$ cat config.mk
export PLATFORM = sky130hd
export DESIGN_NAME = alu_mdu_flat
export DESIGN_NICKNAME = d
export VERILOG_FILES = /design/src/rtl/alu_mdu_pkg.sv /design/src/rtl/alu_mdu_if.sv /design/src/rtl/alu_mdu_core.sv /design/src/rtl/alu_mdu.sv /design/src/flat_wrapper.sv
export SDC_FILE = /design/constraint.sdc
export NUM_CORES = 1
export LEC_CHECK = 0
export BUFFER_PORTS_ARGS = -buffer_cell sky130_fd_sc_hd__buf_2
export CELL_PAD_IN_SITES_DETAIL_PLACEMENT = 0
export CELL_PAD_IN_SITES_GLOBAL_PLACEMENT = 1
export CORE_AREA = 2 2 237 239
export CTS_CLUSTER_SIZE = 14
export DETAILED_ROUTE_END_ITERATION = 10
export DIE_AREA = 0 0 239 241
export PLACE_DENSITY_LB_ADDON = 0.2
export SKIP_CTS_REPAIR_TIMING = 1
export SLEW_MARGIN = 25
export SYNTH_ARGS = -nofsm -noshare
export SYNTH_HDL_FRONTEND = slang
export SYNTH_SLANG_ARGS = --single-unit
$ cat constraint.sdc
create_clock -name clk -period 4.39 [get_ports clk]
set_clock_uncertainty 0.2 [all_clocks]
set_input_delay 0.6585 -clock clk [delete_from_list [all_inputs] [get_ports clk]]
set_output_delay 0.6585 -clock clk [all_outputs]
set_load 0.02 [all_outputs]
$ cat src/rtl/alu_mdu_pkg.sv
// Shared opcode encodings, FSM state type and opcode classification for the
// multi-cycle ALU/MDU.
package alu_pkg;

   localparam logic [3:0] ALU_ADD   = 4'b0000;
   localparam logic [3:0] ALU_SUB   = 4'b0001;
   localparam logic [3:0] ALU_EQ    = 4'b0010;
   localparam logic [3:0] ALU_SLTU  = 4'b0011;
   localparam logic [3:0] ALU_SLT   = 4'b0100;
   localparam logic [3:0] ALU_AND   = 4'b0101;
   localparam logic [3:0] ALU_OR    = 4'b0110;
   localparam logic [3:0] ALU_XOR   = 4'b0111;
   localparam logic [3:0] ALU_SRL   = 4'b1000;
   localparam logic [3:0] ALU_SLL   = 4'b1001;
   localparam logic [3:0] ALU_SRA   = 4'b1010;
   localparam logic [3:0] ALU_MUL   = 4'b1011;
   localparam logic [3:0] ALU_MULHU = 4'b1100;
   localparam logic [3:0] ALU_DIVU  = 4'b1101;
   localparam logic [3:0] ALU_REMU  = 4'b1110;
   localparam logic [3:0] ALU_DIV   = 4'b1111;

   typedef enum logic [1:0] {
      S_IDLE = 2'd0,
      S_CALC = 2'd1,
      S_DONE = 2'd2
   } state_e;

   function automatic logic is_iter(input logic [3:0] func);
      return func >= ALU_MUL;
   endfunction

endpackage

$ cat src/rtl/alu_mdu_if.sv
// Request/response bundle between the EX stage and the ALU/MDU.
interface alu_mdu_if #(parameter int WIDTH = 32);
   logic             in_valid;
   logic             in_ready;
   logic [3:0]       alu_func;
   logic [WIDTH-1:0] alu_src1;
   logic [WIDTH-1:0] alu_src2;
   logic             flush;
   logic             out_valid;
   logic             out_ready;
   logic [WIDTH-1:0] alu_ans;
   logic             alu_of;
   logic             busy;

   modport master (
      output in_valid, alu_func, alu_src1, alu_src2, flush, out_ready,
      input  in_ready, out_valid, alu_ans, alu_of, busy
   );

   modport slave (
      input  in_valid, alu_func, alu_src1, alu_src2, flush, out_ready,
      output in_ready, out_valid, alu_ans, alu_of, busy
   );
endinterface

$ cat src/rtl/alu_mdu_core.sv
// Iterative datapath: shift-add multiply or restoring divide, one bit per cycle.
module alu_mdu_core #(parameter int WIDTH = 32) (
   input  logic               clk,
   input  logic               rstn,
   input  logic               start,
   input  logic               flush,
   input  logic               div_mode,
   input  logic [WIDTH-1:0]   op_a,
   input  logic [WIDTH-1:0]   op_b,
   output logic               done,
   output logic [2*WIDTH-1:0] prod_nxt,
   output logic [WIDTH-1:0]   rem_nxt
);
   localparam int CW = $clog2(WIDTH+1);

   logic [2*WIDTH-1:0] prod_q, prod_d, prod_step;
   logic [WIDTH:0]     rem_q, rem_d, rem_step, add_sum;
   logic [WIDTH+1:0]   shifted, diff;
   logic [WIDTH-1:0]   opb_q, opb_d;
   logic               div_q, div_d, run_q, run_d, last;
   logic [CW-1:0]      cnt_q, cnt_d;

   // In divide mode the low half of prod_q holds the dividend shifting out and
   // the quotient shifting in; the high half is idle.
   always_comb begin
      add_sum = {1'b0, prod_q[2*WIDTH-1:WIDTH]} + (prod_q[0] ? {1'b0, opb_q} : '0);
      shifted = {rem_q, prod_q[WIDTH-1]};
      diff    = shifted - {2'b00, opb_q};
      if (div_q) begin
         if (diff[WIDTH+1]) begin
            rem_step  = shifted[WIDTH:0];
            prod_step = {prod_q[2*WIDTH-1:WIDTH], prod_q[WIDTH-2:0], 1'b0};
         end else begin
            rem_step  = diff[WIDTH:0];
            prod_step = {prod_q[2*WIDTH-1:WIDTH], prod_q[WIDTH-2:0], 1'b1};
         end
      end else begin
         rem_step  = rem_q;
         prod_step = {add_sum, prod_q[WIDTH-1:1]};
      end
   end

   assign last     = run_q && (cnt_q == CW'(WIDTH-1));
   assign done     = last && !flush;
   assign prod_nxt = prod_step;
   assign rem_nxt  = rem_step[WIDTH-1:0];

   always_comb begin
      prod_d = prod_q;
      rem_d  = rem_q;
      opb_d  = opb_q;
      div_d  = div_q;
      run_d  = run_q;
      cnt_d  = cnt_q;
      if (flush) begin
         run_d = 1'b0;
         cnt_d = '0;
      end else if (start) begin
         prod_d = {{WIDTH{1'b0}}, op_a};
         rem_d  = '0;
         opb_d  = op_b;
         div_d  = div_mode;
         run_d  = 1'b1;
         cnt_d  = '0;
      end else if (run_q) begin
         prod_d = prod_step;
         rem_d  = rem_step;
         run_d  = !last;
         cnt_d  = last ? '0 : cnt_q + CW'(1);
      end
   end

   always_ff @(posedge clk or negedge rstn) begin
      if (!rstn) begin
         prod_q <= '0;
         rem_q  <= '0;
         opb_q  <= '0;
         div_q  <= 1'b0;
         run_q  <= 1'b0;
         cnt_q  <= '0;
      end else begin
         prod_q <= prod_d;
         rem_q  <= rem_d;
         opb_q  <= opb_d;
         div_q  <= div_d;
         run_q  <= run_d;
         cnt_q  <= cnt_d;
      end
   end
endmodule

$ cat src/rtl/alu_mdu.sv
// Multi-cycle ALU/MDU: single-pass ops, iterative mul/div, valid/ready wrapper.
//   state  | meaning
//   S_IDLE | ready for a request
//   S_CALC | iterative datapath running, one bit per cycle
//   S_DONE | result held until the consumer takes it
module alu_mdu import alu_pkg::*; #(parameter int WIDTH = 32) (
   input logic       clk,
   input logic       rstn,
   alu_mdu_if.slave  bus
);
   localparam int SHW = $clog2(WIDTH);
   localparam logic [WIDTH-1:0] MIN_NEG = {1'b1, {(WIDTH-1){1'b0}}};

   state_e             state_q, state_d;
   logic [WIDTH-1:0]   ans_q, ans_d, fast_ans, iter_ans, a, b, op_a, op_b, quo;
   logic               of_q, of_d, fast_of, bypass, neg_q, neg_d;
   logic [3:0]         func_q, func_d;
   logic [SHW-1:0]     shamt;
   logic               core_start, core_done, div_mode;
   logic [2*WIDTH-1:0] prod_nxt;
   logic [WIDTH-1:0]   rem_nxt;

   assign a     = bus.alu_src1;
   assign b     = bus.alu_src2;
   assign shamt = b[SHW-1:0];

   // Divide-by-zero and the one signed-divide overflow never enter the datapath.
   always_comb begin
      fast_ans = '0;
      fast_of  = 1'b0;
      bypass   = !is_iter(bus.alu_func);
      case (bus.alu_func)
         ALU_ADD: begin
            fast_ans = a + b;
            fast_of  = (a[WIDTH-1] == b[WIDTH-1]) && (fast_ans[WIDTH-1] != a[WIDTH-1]);
         end
         ALU_SUB: begin
            fast_ans = a - b;
            fast_of  = (a[WIDTH-1] != b[WIDTH-1]) && (fast_ans[WIDTH-1] != a[WIDTH-1]);
         end
         ALU_EQ:   fast_ans = WIDTH'(a == b);
         ALU_SLTU: fast_ans = WIDTH'(a < b);
         ALU_SLT:  fast_ans = WIDTH'($signed(a) < $signed(b));
         ALU_AND:  fast_ans = a & b;
         ALU_OR:   fast_ans = a | b;
         ALU_XOR:  fast_ans = a ^ b;
         ALU_SRL:  fast_ans = a >> shamt;
         ALU_SLL:  fast_ans = a << shamt;
         ALU_SRA:  fast_ans = WIDTH'($signed(a) >>> shamt);
         ALU_DIVU: if (b == '0) begin fast_ans = '1; bypass = 1'b1; end
         ALU_REMU: if (b == '0) begin fast_ans = a;  bypass = 1'b1; end
         ALU_DIV: begin
            if (b == '0) begin
               fast_ans = '1;
               bypass   = 1'b1;
            end else if (a == MIN_NEG && b == '1) begin
               fast_ans = MIN_NEG;
               fast_of  = 1'b1;
               bypass   = 1'b1;
            end
         end
         default: ;
      endcase
   end

   assign op_a       = (bus.alu_func == ALU_DIV && a[WIDTH-1]) ? WIDTH'(0) - a : a;
   assign op_b       = (bus.alu_func == ALU_DIV && b[WIDTH-1]) ? WIDTH'(0) - b : b;
   assign div_mode   = bus.alu_func >= ALU_DIVU;
   assign core_start = (state_q == S_IDLE) && bus.in_valid && !bus.flush && !bypass;

   alu_mdu_core #(.WIDTH(WIDTH)) u_core (
      .clk      (clk),
      .rstn     (rstn),
      .start    (core_start),
      .flush    (bus.flush),
      .div_mode (div_mode),
      .op_a     (op_a),
      .op_b     (op_b),
      .done     (core_done),
      .prod_nxt (prod_nxt),
      .rem_nxt  (rem_nxt)
   );

   assign quo = prod_nxt[WIDTH-1:0];

   always_comb begin
      case (func_q)
         ALU_MUL:   iter_ans = prod_nxt[WIDTH-1:0];
         ALU_MULHU: iter_ans = prod_nxt[2*WIDTH-1:WIDTH];
         ALU_REMU:  iter_ans = rem_nxt;
         ALU_DIV:   iter_ans = neg_q ? WIDTH'(0) - quo : quo;
         default:   iter_ans = quo;
      endcase
   end

   always_comb begin
      state_d = state_q;
      ans_d   = ans_q;
      of_d    = of_q;
      func_d  = func_q;
      neg_d   = neg_q;
      if (bus.flush) begin
         state_d = S_IDLE;
      end else begin
         case (state_q)
            S_IDLE: if (bus.in_valid) begin
               if (bypass) begin
                  ans_d   = fast_ans;
                  of_d    = fast_of;
                  state_d = S_DONE;
               end else begin
                  func_d  = bus.alu_func;
                  neg_d   = (bus.alu_func == ALU_DIV) && (a[WIDTH-1] ^ b[WIDTH-1]);
                  state_d = S_CALC;
               end
            end
            S_CALC: if (core_done) begin
               ans_d   = iter_ans;
               of_d    = 1'b0;
               state_d = S_DONE;
            end
            S_DONE: if (bus.out_ready) state_d = S_IDLE;
            default: state_d = S_IDLE;
         endcase
      end
   end

   always_ff @(posedge clk or negedge rstn) begin
      if (!rstn) begin
         state_q <= S_IDLE;
         ans_q   <= '0;
         of_q    <= 1'b0;
         func_q  <= ALU_ADD;
         neg_q   <= 1'b0;
      end else begin
         state_q <= state_d;
         ans_q   <= ans_d;
         of_q    <= of_d;
         func_q  <= func_d;
         neg_q   <= neg_d;
      end
   end

   assign bus.in_ready  = (state_q == S_IDLE);
   assign bus.out_valid = (state_q == S_DONE);
   assign bus.busy      = (state_q == S_CALC);
   assign bus.alu_ans   = ans_q;
   assign bus.alu_of    = of_q;
endmodule
$ cat src/flat_wrapper.sv
// flat-port wrapper written by rule: the top's interface ports become plain ports
module alu_mdu_flat import alu_pkg::*;
#(parameter int WIDTH = 32)
  (clk, rstn, bus_in_valid, bus_alu_func, bus_alu_src1, bus_alu_src2, bus_flush, bus_out_ready, bus_in_ready, bus_out_valid, bus_alu_ans, bus_alu_of, bus_busy);
  alu_mdu_if #(.WIDTH(WIDTH)) bus_i ();
  input logic clk;
  input logic rstn;
  input wire logic [$bits(bus_i.in_valid)-1:0] bus_in_valid;
  input wire logic [$bits(bus_i.alu_func)-1:0] bus_alu_func;
  input wire logic [$bits(bus_i.alu_src1)-1:0] bus_alu_src1;
  input wire logic [$bits(bus_i.alu_src2)-1:0] bus_alu_src2;
  input wire logic [$bits(bus_i.flush)-1:0] bus_flush;
  input wire logic [$bits(bus_i.out_ready)-1:0] bus_out_ready;
  output wire logic [$bits(bus_i.in_ready)-1:0] bus_in_ready;
  output wire logic [$bits(bus_i.out_valid)-1:0] bus_out_valid;
  output wire logic [$bits(bus_i.alu_ans)-1:0] bus_alu_ans;
  output wire logic [$bits(bus_i.alu_of)-1:0] bus_alu_of;
  output wire logic [$bits(bus_i.busy)-1:0] bus_busy;
  assign bus_i.in_valid = bus_in_valid;
  assign bus_i.alu_func = bus_alu_func;
  assign bus_i.alu_src1 = bus_alu_src1;
  assign bus_i.alu_src2 = bus_alu_src2;
  assign bus_i.flush = bus_flush;
  assign bus_i.out_ready = bus_out_ready;
  assign bus_in_ready = bus_i.in_ready;
  assign bus_out_valid = bus_i.out_valid;
  assign bus_alu_ans = bus_i.alu_ans;
  assign bus_alu_of = bus_i.alu_of;
  assign bus_busy = bus_i.busy;
  alu_mdu #(.WIDTH(WIDTH)) u_core (.clk(clk), .rstn(rstn), .bus(bus_i));
endmodule
==> results.cfg <==
[worst_setup_path]
start_kind = flip-flop
critPathKind = reg2reg
r2r-end = u_core.bus.alu_ans[18]$_DFFE_PN0P_
timing.rr.start = u_core.u_core.opb_q[1]$_DFFE_PN0P_
r2r_cells = 20
critical-path-max-stage-delay_ns = 0.40
cp_num_buf_inv = 1
critPathRequiredTime_ns = 4.54
cp_max_fo = 3
crit_arrival_ns = 4.69
path_cells = inv_2 -> ha_1 -> nor2b_4 -> o2111ai_4 -> a21oi_4 -> o211ai_1 -> a221o_1 -> nand3_2 -> nand3_4 -> o21ai_4 -> ha_2 -> o211ai_1 -> or3b_4 -> o31a_1 -> a21oi_2 -> o21ai_1 -> o31ai_1 -> a21oi_1 -> a211o_1 -> a221o_1
critPathLaunch = u_core.u_core.opb_q[1]$_DFFE_PN0P_
cpMaxStageDelayCell = or3b_4
crit_family = compound AO/OA/AOI/OAI gates
crit_path_end_kind = flip-flop
reg2reg_slack_ns = -0.15

[job]
cap_violations = 0

[logic_synthesis]
synthCells = 3173
synth_cell_types = 98
netlist.area_leader.share_pct = 18.88
avgSynthCellArea_um2 = 7.394
ys_seq_elements = 177
ys.warnings.count = 0
synth_fp_nets = 3416
yosys-top-cells-count = nand2_1 (370), o21ai_0 (299), nor2_1 (278), a21oi_1 (241), clkbuf_1 (183)
synth_most_common_cell = nand2_1
async_flop_share_pct = 100.0
seq_area_frac_synth_pct = 18.88
synthFlopType = dfrtp_1
syn_area_mm2 = 0.02346
synthTopCellsByArea = dfrtp_1 (19%), ha_1 (8.9%), o21ai_0 (6.4%)
synth_edf_count = 0
yosysTopAreaCell = dfrtp_1

[sta]
worst-slew-pin-transition_ns = 1.035
slew_headroom_pct = 30.42
setup_ws_ns = -0.1477
hold_viol_final = 0
fmax_mhz = 220.4
drv_slew = 0
rsz0062_at_grt = true
period_needed_ns = 4.538
finalSetupViolCount = 5
finalSetupTns_ns = -0.4258
timing.final.crit_share_pct = 103.4

[clock_network]
cts_sinks = 177
cts_buffers = 17
cts_tree = yes
worstSkewPairLatency_ns = 0.47
cts_root_buf = clkbuf_16
clkSlewWorstSetupHoldPaths_ns = 0.08
htree_levels = 4
cts_max_path_buffers = 2

[layout]
syn_to_final_growth_pct = 24.89
multi_input_area_mm2 = 0.01775
fin_cells = 4355
drive_gt1_share_pct = 23.72
fillers = 5373
fin_area_mm2 = 0.02930
seq_area_mm2 = 0.004433
fin_nets = 3878

[floorplan]
chipWidth_um = 239
die_y_um = 241
num_rows = 86
core-area_mm2 = 0.05488
start_util_pct = 42.75
ios = 109
dieArea_mm2 = 0.05760

[routing]
dr.pass1.iters = 6
vias = 28950
via_per_inst = 6.647
antenna_left = 0
drcViolationCount = 0
totalWireLength_um = 133400
routedWlPerCell_um = 30.63
drtIter0Drc = 3908

[status]
status = complete, but fails checks
violations = negative setup slack

[min_path]
hp-class = in2async

[pwr]
power.total_mw = 15.31
p_per_area_mw_per_mm2 = 522.4
p_leak_nw = 13.30
ir_worst_vdd_v = 0.0004257

[placed_design]
gp_congestion = 1.132
placed_cells = 4313
placed_cell_area_mm2 = 0.02842
place_ws_ns = -0.6118
dp_hpwl_um = 107200
portBuffers = 108

[grt]
grt_max_degree = 85
grt_pass1_vias = 27400
antenna_found_initial = 6
overflow = 0
grt.total_usage_pct = 45.44
grt_pass1_wl_um = 189800
worst reg2reg max path: stages (launching register included):
cell,delay (ns)
dfrtp_1,0.38
inv_2,0.05
ha_1,0.27
nor2b_4,0.17
o2111ai_4,0.18
a21oi_4,0.30
o211ai_1,0.16
a221o_1,0.39
nand3_2,0.12
nand3_4,0.13
o21ai_4,0.12
ha_2,0.19
o211ai_1,0.11
or3b_4,0.40
o31a_1,0.36
a21oi_2,0.14
o21ai_1,0.07
o31ai_1,0.09
a21oi_1,0.10
a211o_1,0.24
a221o_1,0.27
state kept, by name (all words and copies together) (netlist names), 2 cells and up:
name / flops
u_core.u_core.prod_q: 64
u_core.u_core.cnt_q: 6
u_core.u_core.rem_q: 33
u_core.state_q: 2
u_core.bus.alu_ans: 32
u_core.u_core.opb_q: 32
u_core.func_q: 4
placed cells by master, fill, tap and decap left out, types with 25 or more instances in the layout:
master,n
xor2_1,34
a31oi_1,58
nand4_1,32
mux4_2,35
o211ai_1,29
a22oi_1,34
o22ai_1,30
xnor2_1,115
nand2_1,369
a21o_1,44
nor2_1,273
nand2b_1,28
a221oi_1,30
dfrtp_1,176
and2_1,44
o21bai_1,28
buf_2,107
a22o_1,49
nand3_1,60
nor3_1,60
o21ai_0,294
inv_1,147
buf_4,559
a21oi_1,238
a211oi_1,39
mux2i_1,95
mux2_2,25
o31ai_1,31
ha_1,162
final cells by class:
cell class                      instances  area share [%]
Clock inverter                         13          0.6662
Timing Repair Buffer                  680           17.06
Inverter                              157           2.029
Multi-Input combinational cell       2602           60.58
Antenna cell                            4         0.03416
Tap cell                              704           3.006
Sequential cell                       177           15.13
Clock buffer                           18           1.499
stage by stage:
step	hold slack [ns]	util (%)
after floorplan	0.1629	-
after global placement	0.2869	51.77
after detailed placement	0.2917	51.79
after CTS	0.07248	52.94
after global routing	0.07587	53.37
final	0.01851	53.39
where the power goes:
group / leakage, nW / switching [mW] / internal, mW
logic: 10.7 / 6.24 / 4.47
clock network: 0.300 / 0.752 / 0.975
registers: 2.29 / 0.671 / 2.20
per-layer routing:
layer / up-vias / wire length (um) / track usage (%)
li1: 12570 / - / -
met1: 13880 / 49000 / 54.03
met2: 1948 / 58080 / 71.08
met3: 546 / 12550 / 8.395
met4: 4 / 13730 / 39.02
met5: - / 21 / 0
worst max-delay path by stage:
stage                                               endpoint  depth (start not counted)
after floorplan           u_core.bus.alu_ans[16]$_DFFE_PN0P_                         20
after global placement    u_core.bus.alu_ans[26]$_DFFE_PN0P_                         17
after detailed placement  u_core.bus.alu_ans[26]$_DFFE_PN0P_                         17
after CTS                 u_core.bus.alu_ans[16]$_DFFE_PN0P_                         20
after global routing      u_core.bus.alu_ans[18]$_DFFE_PN0P_                         20
final                     u_core.bus.alu_ans[18]$_DFFE_PN0P_                         20
kinds of logic after synthesis:
family	share of synthesized area, %
AO/OA/AOI/OAI	30.97
XOR/XNOR	5.563
adder cells (fa/ha/maj)	9.195
buffers and inverters	6.619
flip-flops	18.88
multiplexers	8.613
AND/OR/NAND/NOR	20.16
(Power assumes the default switching activity.)
